===== config.mk =====
export PLATFORM = sky130hd
export DESIGN_NAME = emu_ckpt_sched
export DESIGN_NICKNAME = d
export VERILOG_FILES = /design/src/rtl/emu_ckpt_pkg.sv /design/src/rtl/emu_ckpt_interval_cnt.sv /design/src/rtl/emu_ckpt_sched.sv
export SDC_FILE = /design/constraint.sdc
export NUM_CORES = 1
export LEC_CHECK = 0
export BUFFER_PORTS_ARGS = -buffer_cell sky130_fd_sc_hd__buf_4
export CORE_MARGIN = 8
export CORE_UTILIZATION = 50
export CTS_BUF_LIST = sky130_fd_sc_hd__clkbuf_4 sky130_fd_sc_hd__clkbuf_8
export DETAILED_ROUTE_END_ITERATION = 10
export GPL_TIMING_DRIVEN = 0
export PLACE_DENSITY = 0.82
export SLEW_MARGIN = 20
export SYNTH_ARGS = -nofsm -noshare
export SYNTH_HDL_FRONTEND = slang
export SYNTH_SLANG_ARGS = --single-unit

===== constraint.sdc =====
create_clock -name host_clk -period 6.5 [get_ports host_clk]
set_input_delay 0.65 -clock host_clk [delete_from_list [all_inputs] [get_ports host_clk]]
set_output_delay 0.65 -clock host_clk [all_outputs]
set_load 0.02 [all_outputs]

===== src/rtl/emu_ckpt_pkg.sv =====
// emu_ckpt_pkg: shared state encoding and constants for the checkpoint scheduler
package emu_ckpt_pkg;
  typedef enum logic [3:0] {
    IDLE, COUNT, PAUSE, WAIT_IDLE, SCAN, START, DMA_RISE, DMA_FALL, RESUME
  } state_t;
  localparam logic [31:0] SLOT_BYTES_DFLT = 32'h1000;
  localparam logic        DIR_SAVE        = 1'b0;
endpackage


===== src/rtl/emu_ckpt_interval_cnt.sv =====
// emu_ckpt_interval_cnt: model-tick counter with terminal-count detect
module emu_ckpt_interval_cnt import emu_ckpt_pkg::*; (
  input  logic        host_clk,
  input  logic        host_rst_n,
  input  logic        clr,
  input  logic        inc,
  input  logic [31:0] interval,
  output logic        hit
);
  logic [31:0] cnt;
  assign hit = inc && (cnt == interval - 32'd1);
  always_ff @(posedge host_clk or negedge host_rst_n)
    if (!host_rst_n) cnt <= '0;
    else if (clr || hit) cnt <= '0;
    else if (inc) cnt <= cnt + 32'd1;
endmodule


===== src/rtl/emu_ckpt_sched.sv =====
// emu_ckpt_sched: periodic pause/scan/DMA-save checkpoint scheduler.
// Define EMU_CKPT_SCHED_TIMEOUT_EN to add a DMA watchdog that sets sticky ckpt_err.
module emu_ckpt_sched import emu_ckpt_pkg::*; #(
  parameter int          SLOT_COUNT     = 4,
  parameter logic [31:0] SLOT_BYTES     = SLOT_BYTES_DFLT,
  parameter int          ADDR_WIDTH     = 32,
  parameter int          TIMEOUT_CYCLES = 1048576,
  localparam int         SW             = $clog2(SLOT_COUNT)
) (
  input  logic                  host_clk,
  input  logic                  host_rst_n,
  input  logic                  cfg_en,
  input  logic [31:0]           cfg_interval,
  input  logic [ADDR_WIDTH-1:0] cfg_base,
  input  logic                  tick,
  input  logic                  run_mode,
  input  logic                  model_busy,
  input  logic                  dma_running,
  output logic                  pause_req,
  output logic                  run_req,
  output logic                  scan_mode_req,
  output logic                  dma_start,
  output logic                  dma_direction,
  output logic [ADDR_WIDTH-1:0] dma_base_addr,
  output logic                  ckpt_busy,
  output logic [SW-1:0]         ckpt_slot,
  output logic [31:0]           ckpt_done_cnt,
  output logic                  ckpt_err
);
  localparam logic [ADDR_WIDTH-1:0] STRIDE = ADDR_WIDTH'(SLOT_BYTES);
  state_t state, state_nxt;
  logic go, hit, expired, tmo;
  assign go = cfg_en && (cfg_interval != '0);
  emu_ckpt_interval_cnt u_cnt (
    .host_clk   (host_clk),
    .host_rst_n (host_rst_n),
    .clr        (state != COUNT || !go),
    .inc        (state == COUNT && run_mode && tick),
    .interval   (cfg_interval),
    .hit        (hit)
  );
`ifdef EMU_CKPT_SCHED_TIMEOUT_EN
  localparam int TW = $clog2(TIMEOUT_CYCLES + 1);
  logic [TW-1:0] tmr;
  logic dma_wait;
  assign dma_wait = (state == DMA_RISE) || (state == DMA_FALL);
  assign expired  = dma_wait && (tmr == TW'(TIMEOUT_CYCLES - 1));
  // tmo remembers that the current RESUME came from a watchdog expiry
  always_ff @(posedge host_clk or negedge host_rst_n)
    if (!host_rst_n) begin
      tmr      <= '0;
      tmo      <= 1'b0;
      ckpt_err <= 1'b0;
    end else begin
      tmr      <= dma_wait ? tmr + TW'(1) : '0;
      tmo      <= expired || (tmo && state != RESUME);
      ckpt_err <= ckpt_err || expired;
    end
`else
  assign expired  = 1'b0;
  assign tmo      = 1'b0;
  assign ckpt_err = 1'b0;
`endif
  always_ff @(posedge host_clk or negedge host_rst_n)
    if (!host_rst_n) begin
      state         <= IDLE;
      ckpt_slot     <= '0;
      ckpt_done_cnt <= '0;
    end else begin
      state <= state_nxt;
      if (state == RESUME && !tmo) begin
        ckpt_slot     <= ckpt_slot + SW'(1);
        ckpt_done_cnt <= ckpt_done_cnt + 32'd1;
      end
    end
  // once PAUSE is entered the sequence runs to RESUME regardless of cfg_en
  always_comb begin
    state_nxt = state;
    case (state)
      IDLE:      state_nxt = go ? COUNT : IDLE;
      COUNT:     state_nxt = !go ? IDLE : hit ? PAUSE : COUNT;
      PAUSE:     state_nxt = WAIT_IDLE;
      WAIT_IDLE: state_nxt = (!run_mode && !model_busy) ? SCAN : WAIT_IDLE;
      SCAN:      state_nxt = START;
      START:     state_nxt = DMA_RISE;
      DMA_RISE:  state_nxt = expired ? RESUME : dma_running ? DMA_FALL : DMA_RISE;
      DMA_FALL:  state_nxt = (expired || !dma_running) ? RESUME : DMA_FALL;
      RESUME:    state_nxt = cfg_en ? COUNT : IDLE;
      default:   state_nxt = IDLE;
    endcase
  end
  assign pause_req     = state == PAUSE;
  assign run_req       = state == RESUME;
  assign dma_start     = state == START;
  assign scan_mode_req = state == SCAN || state == START || state == DMA_RISE || state == DMA_FALL;
  assign ckpt_busy     = state != IDLE && state != COUNT;
  assign dma_direction = DIR_SAVE;
  assign dma_base_addr = cfg_base + STRIDE * ADDR_WIDTH'(ckpt_slot);
endmodule


==> impl_metrics.json <==
{
  "clock_tree_from_tritoncts": "done",
  "routedWlPerCell_um": 17.08,
  "clk_latency_ps": 350,
  "cts_resized": 0,
  "clock_path_buffers": 2,
  "hold_violations": 0,
  "max-slew-margin-rel_pct": 35.04,
  "status": "complete, no violations",
  "postCtsSetupBuffers": 0,
  "path_max_fanout": 10,
  "dp_cells": 850,
  "avgViaCountPerCell": 5.820,
  "pwr_density_cell_mw_per_mm2": 183.2,
  "buffer_ports.inserted": 127,
  "grt_usage_pct": 20.62,
  "worst_min_path_class": "in -> async",
  "async_flop_share_pct": 100.0,
  "critical_path_class": "in -> reg",
  "design.portCount": 144,
  "finalSetupViolCount": 0,
  "finish.utilization_pct": 63.96,
  "worst_r2r_startpoint": "state[0]$_DFF_PN0_",
  "cts_htree_levels": 3,
  "globalplace.congestion": 0.9350,
  "antenna-diode-count": 0,
  "fmax_achieved_mhz": 247.8,
  "layout.nets": 802,
  "cts_inserted_buffers": 9,
  "synth_edf_count": 0,
  "n_fill_cell": 860,
  "timing_worst_slew_pin_value_ps": 971.9,
  "finalMaxSlewViolations": 0,
  "setup.worst_path.start_class": "input pin",
  "clock_tree.root_cell": "sky130_fd_sc_hd__clkbuf_8",
  "timing.final.crit_share_pct": 62.10,
  "cts_sinks": 70,
  "core_footprint_mm2": 0.01023,
  "critPathRequiredTime_ps": 6700,
  "crit_chain": "buf_4 > inv_1 > ha_1 > nor4b_1 > nand4_1 > or3_1 > o21ai_0 > nand2b_1 > buf_1 > clkbuf_1 > a211oi_1",
  "route.vias.total": 5034,
  "antenna_found_initial": 0,
  "timing.critical_path.arrival_ps": 4240,
  "vdd_ir_drop_max_mv": 0.1117,
  "multi_input_area_mm2": 0.003203,
  "floorplan.die.width_um": 118.2,
  "drt_first_iter_violations": 262,
  "grt_pass1_vias": 5035,
  "synthesis.instances": 586,
  "globalRouteOverflowTotal": 0,
  "synth_cell_type_count": 60,
  "post_synthesis_instance_area_mm2": 0.005220,
  "chipHeight_um": 118.2,
  "power_leakage_nw": 2.825,
  "drtPass1Iterations": 5,
  "start_util_pct": 51.02,
  "p_r_area_growth_vs_syn_pct": 25.36,
  "yosys_register_bits": 70,
  "holdBufCountCts": 0,
  "maxCapViolations": 0,
  "grt_pass1_wl_um": 24210,
  "finalWirelength_um": 14770,
  "post-dp-hpwl_um": 11580,
  "worstSetupStartpoint": "cfg_interval[0]",
  "ys_dominant_reg_cell": "sky130_fd_sc_hd__dfrtp_1",
  "grt_max_degree": 71,
  "ant_nets": 0,
  "setup_tns_ps": 0,
  "synth-warning-count": 0,
  "rsz0062_at_grt": "false",
  "seq_area_frac_synth_pct": 33.56,
  "max_stage_delay_ps": 640,
  "critical_path.endpoint_type": "flip-flop",
  "layout.cells.non_filler": 865,
  "cts.reportedPaths.clkPinSlew_ps": 80,
  "fin_skew_ps": 9.916,
  "detail_route.drc_violations": 0,
  "final_layout_size_suffix_gt1_share_pct": 24.69,
  "finalWorstPathRequiredPeriod_ps": 4036,
  "avgSynthCellArea_um2": 8.908,
  "register_area_mm2": 0.001752,
  "num_rows": 37,
  "crit_path_top_delay_cell": "sky130_fd_sc_hd__nor4b_1",
  "floorplan_die_area_mm2": 0.01397
}
## metrics by stage
stage               cell area [um2]  hold WS, ps  power [mW]  setup WS [ps]
global route                   6544        486.7       1.255           2268
finish                         6544        403.5       1.199           2464
global placement               6347        461.8      0.8379           2356
floorplan                      5224        354.4      0.6899           3184
detailed placement             6347        476.0      0.8496           2179
CTS                            6544        438.9       1.208           2547
## per-layer routing
| layer | share of wire (%) | global-route usage [%] | up-vias |
|---|---|---|---|
| met3 | 8.7 | 5.474 | 38 |
| met4 | 2.8 | 9.608 | 0 |
| met5 | 0 | 0 | - |
| met2 | 48 | 34.35 | 231 |
| met1 | 40 | 24.40 | 2387 |
| li1 | - | - | 2378 |
## logic make-up after synthesis
kind of cell	Yosys count	share of synthesized area, %
fa+ha+maj	6	1.582
mux	6	1.175
flops	70	33.56
simple gates	255	28.16
xor+xnor	122	20.47
buf+inv	52	5.153
other cells	1	0.07184
compound gates	74	9.828
## cells in the mapped netlist, drive strengths merged, types with 2 or more instances
cell | instances | area [um2]
and3 | 18 | 112.6
o22ai | 2 | 12.51
nand3 | 34 | 170.2
nand2b | 4 | 25.02
and2 | 3 | 18.77
or3 | 12 | 85.08
xnor2 | 80 | 700.7
nor2b | 7 | 43.79
nor3 | 16 | 80.08
and4 | 8 | 70.07
nor3b | 5 | 37.54
a21oi | 12 | 60.06
xor2 | 42 | 367.9
o211ai | 3 | 22.52
a31oi | 7 | 43.79
ha | 5 | 62.56
nor4b | 7 | 82.57
o21ai | 6 | 30.03
inv | 15 | 56.30
nand4b | 2 | 17.52
nor4 | 19 | 146.4
nand2 | 50 | 187.7
a211oi | 29 | 217.7
and3b | 2 | 17.52
nand4 | 25 | 156.4
dfrtp | 70 | 1752
buf | 22 | 156.4
nor4bb | 2 | 20.02
a22oi | 4 | 30.03
nor2 | 31 | 116.4
mux2i | 5 | 50.05
or4 | 4 | 33.78
or2 | 3 | 18.77
clkbuf | 15 | 56.30
## area by class of cell
class	instances	area share, %
repair buffers	127	14.57
clock buffers	10	2.103
inverters	15	0.8604
well taps	136	2.600
plain buffers	37	3.250
flip-flops and latches	70	26.77
clock inverters	5	0.8987
multi-input cells	465	48.95
## power breakdown
part	switching [mW]	internal, mW
combinational	0.215	0.153
clock	0.171	0.186
sequential	0.0179	0.455
total	0.404	0.794
## placed cells by master, fill, tap and decap left out, types with 12 or more instances in the layout
master,instances
sky130_fd_sc_hd__dfrtp_1,70
sky130_fd_sc_hd__clkbuf_1,15
sky130_fd_sc_hd__nand2_1,50
sky130_fd_sc_hd__xor2_1,42
sky130_fd_sc_hd__nand3_1,34
sky130_fd_sc_hd__nor2_1,31
sky130_fd_sc_hd__a21oi_1,12
sky130_fd_sc_hd__inv_1,15
sky130_fd_sc_hd__buf_4,141
sky130_fd_sc_hd__a211oi_1,29
sky130_fd_sc_hd__xnor2_1,80
sky130_fd_sc_hd__nor4_1,16
sky130_fd_sc_hd__and3_1,18
sky130_fd_sc_hd__nor3_1,16
sky130_fd_sc_hd__nand4_1,25
## worst paths after layout
| kind | endpoint | slack, ps | cells after the start |
|---|---|---|---|
| min in group host_clk | ckpt_done_cnt[31]$_DFFE_PN0P_ | 480 | 1 |
| setup reg to reg | u_cnt.cnt[22]$_DFFE_PN0P_ | 3400 | 7 |
| hold reg to reg | ckpt_done_cnt[31]$_DFFE_PN0P_ | 480 | 1 |
| hold / removal | u_cnt.cnt[9]$_DFFE_PN0P_ | 400 | 1 |
| setup / recovery | u_cnt.cnt[20]$_DFFE_PN0P_ | 2460 | 11 |
| max in group asynchronous | u_cnt.cnt[4]$_DFFE_PN0P_ | 5470 | 1 |
## critical path: cells and delay by family
family | cells | cell delay, ps
buffers and inverters | 4 | 1030
AO/OA/AOI/OAI | 2 | 450
AND/OR/NAND/NOR | 4 | 1850
adder cells (fa/ha/maj) | 1 | 260
## state kept, by name (all words and copies together) (netlist names)
| name | count |
|---|---|
| ckpt_done_cnt | 32 |
| state | 4 |
| u_cnt.cnt | 32 |
| ckpt_slot | 2 |
(Power assumes the default switching activity.)
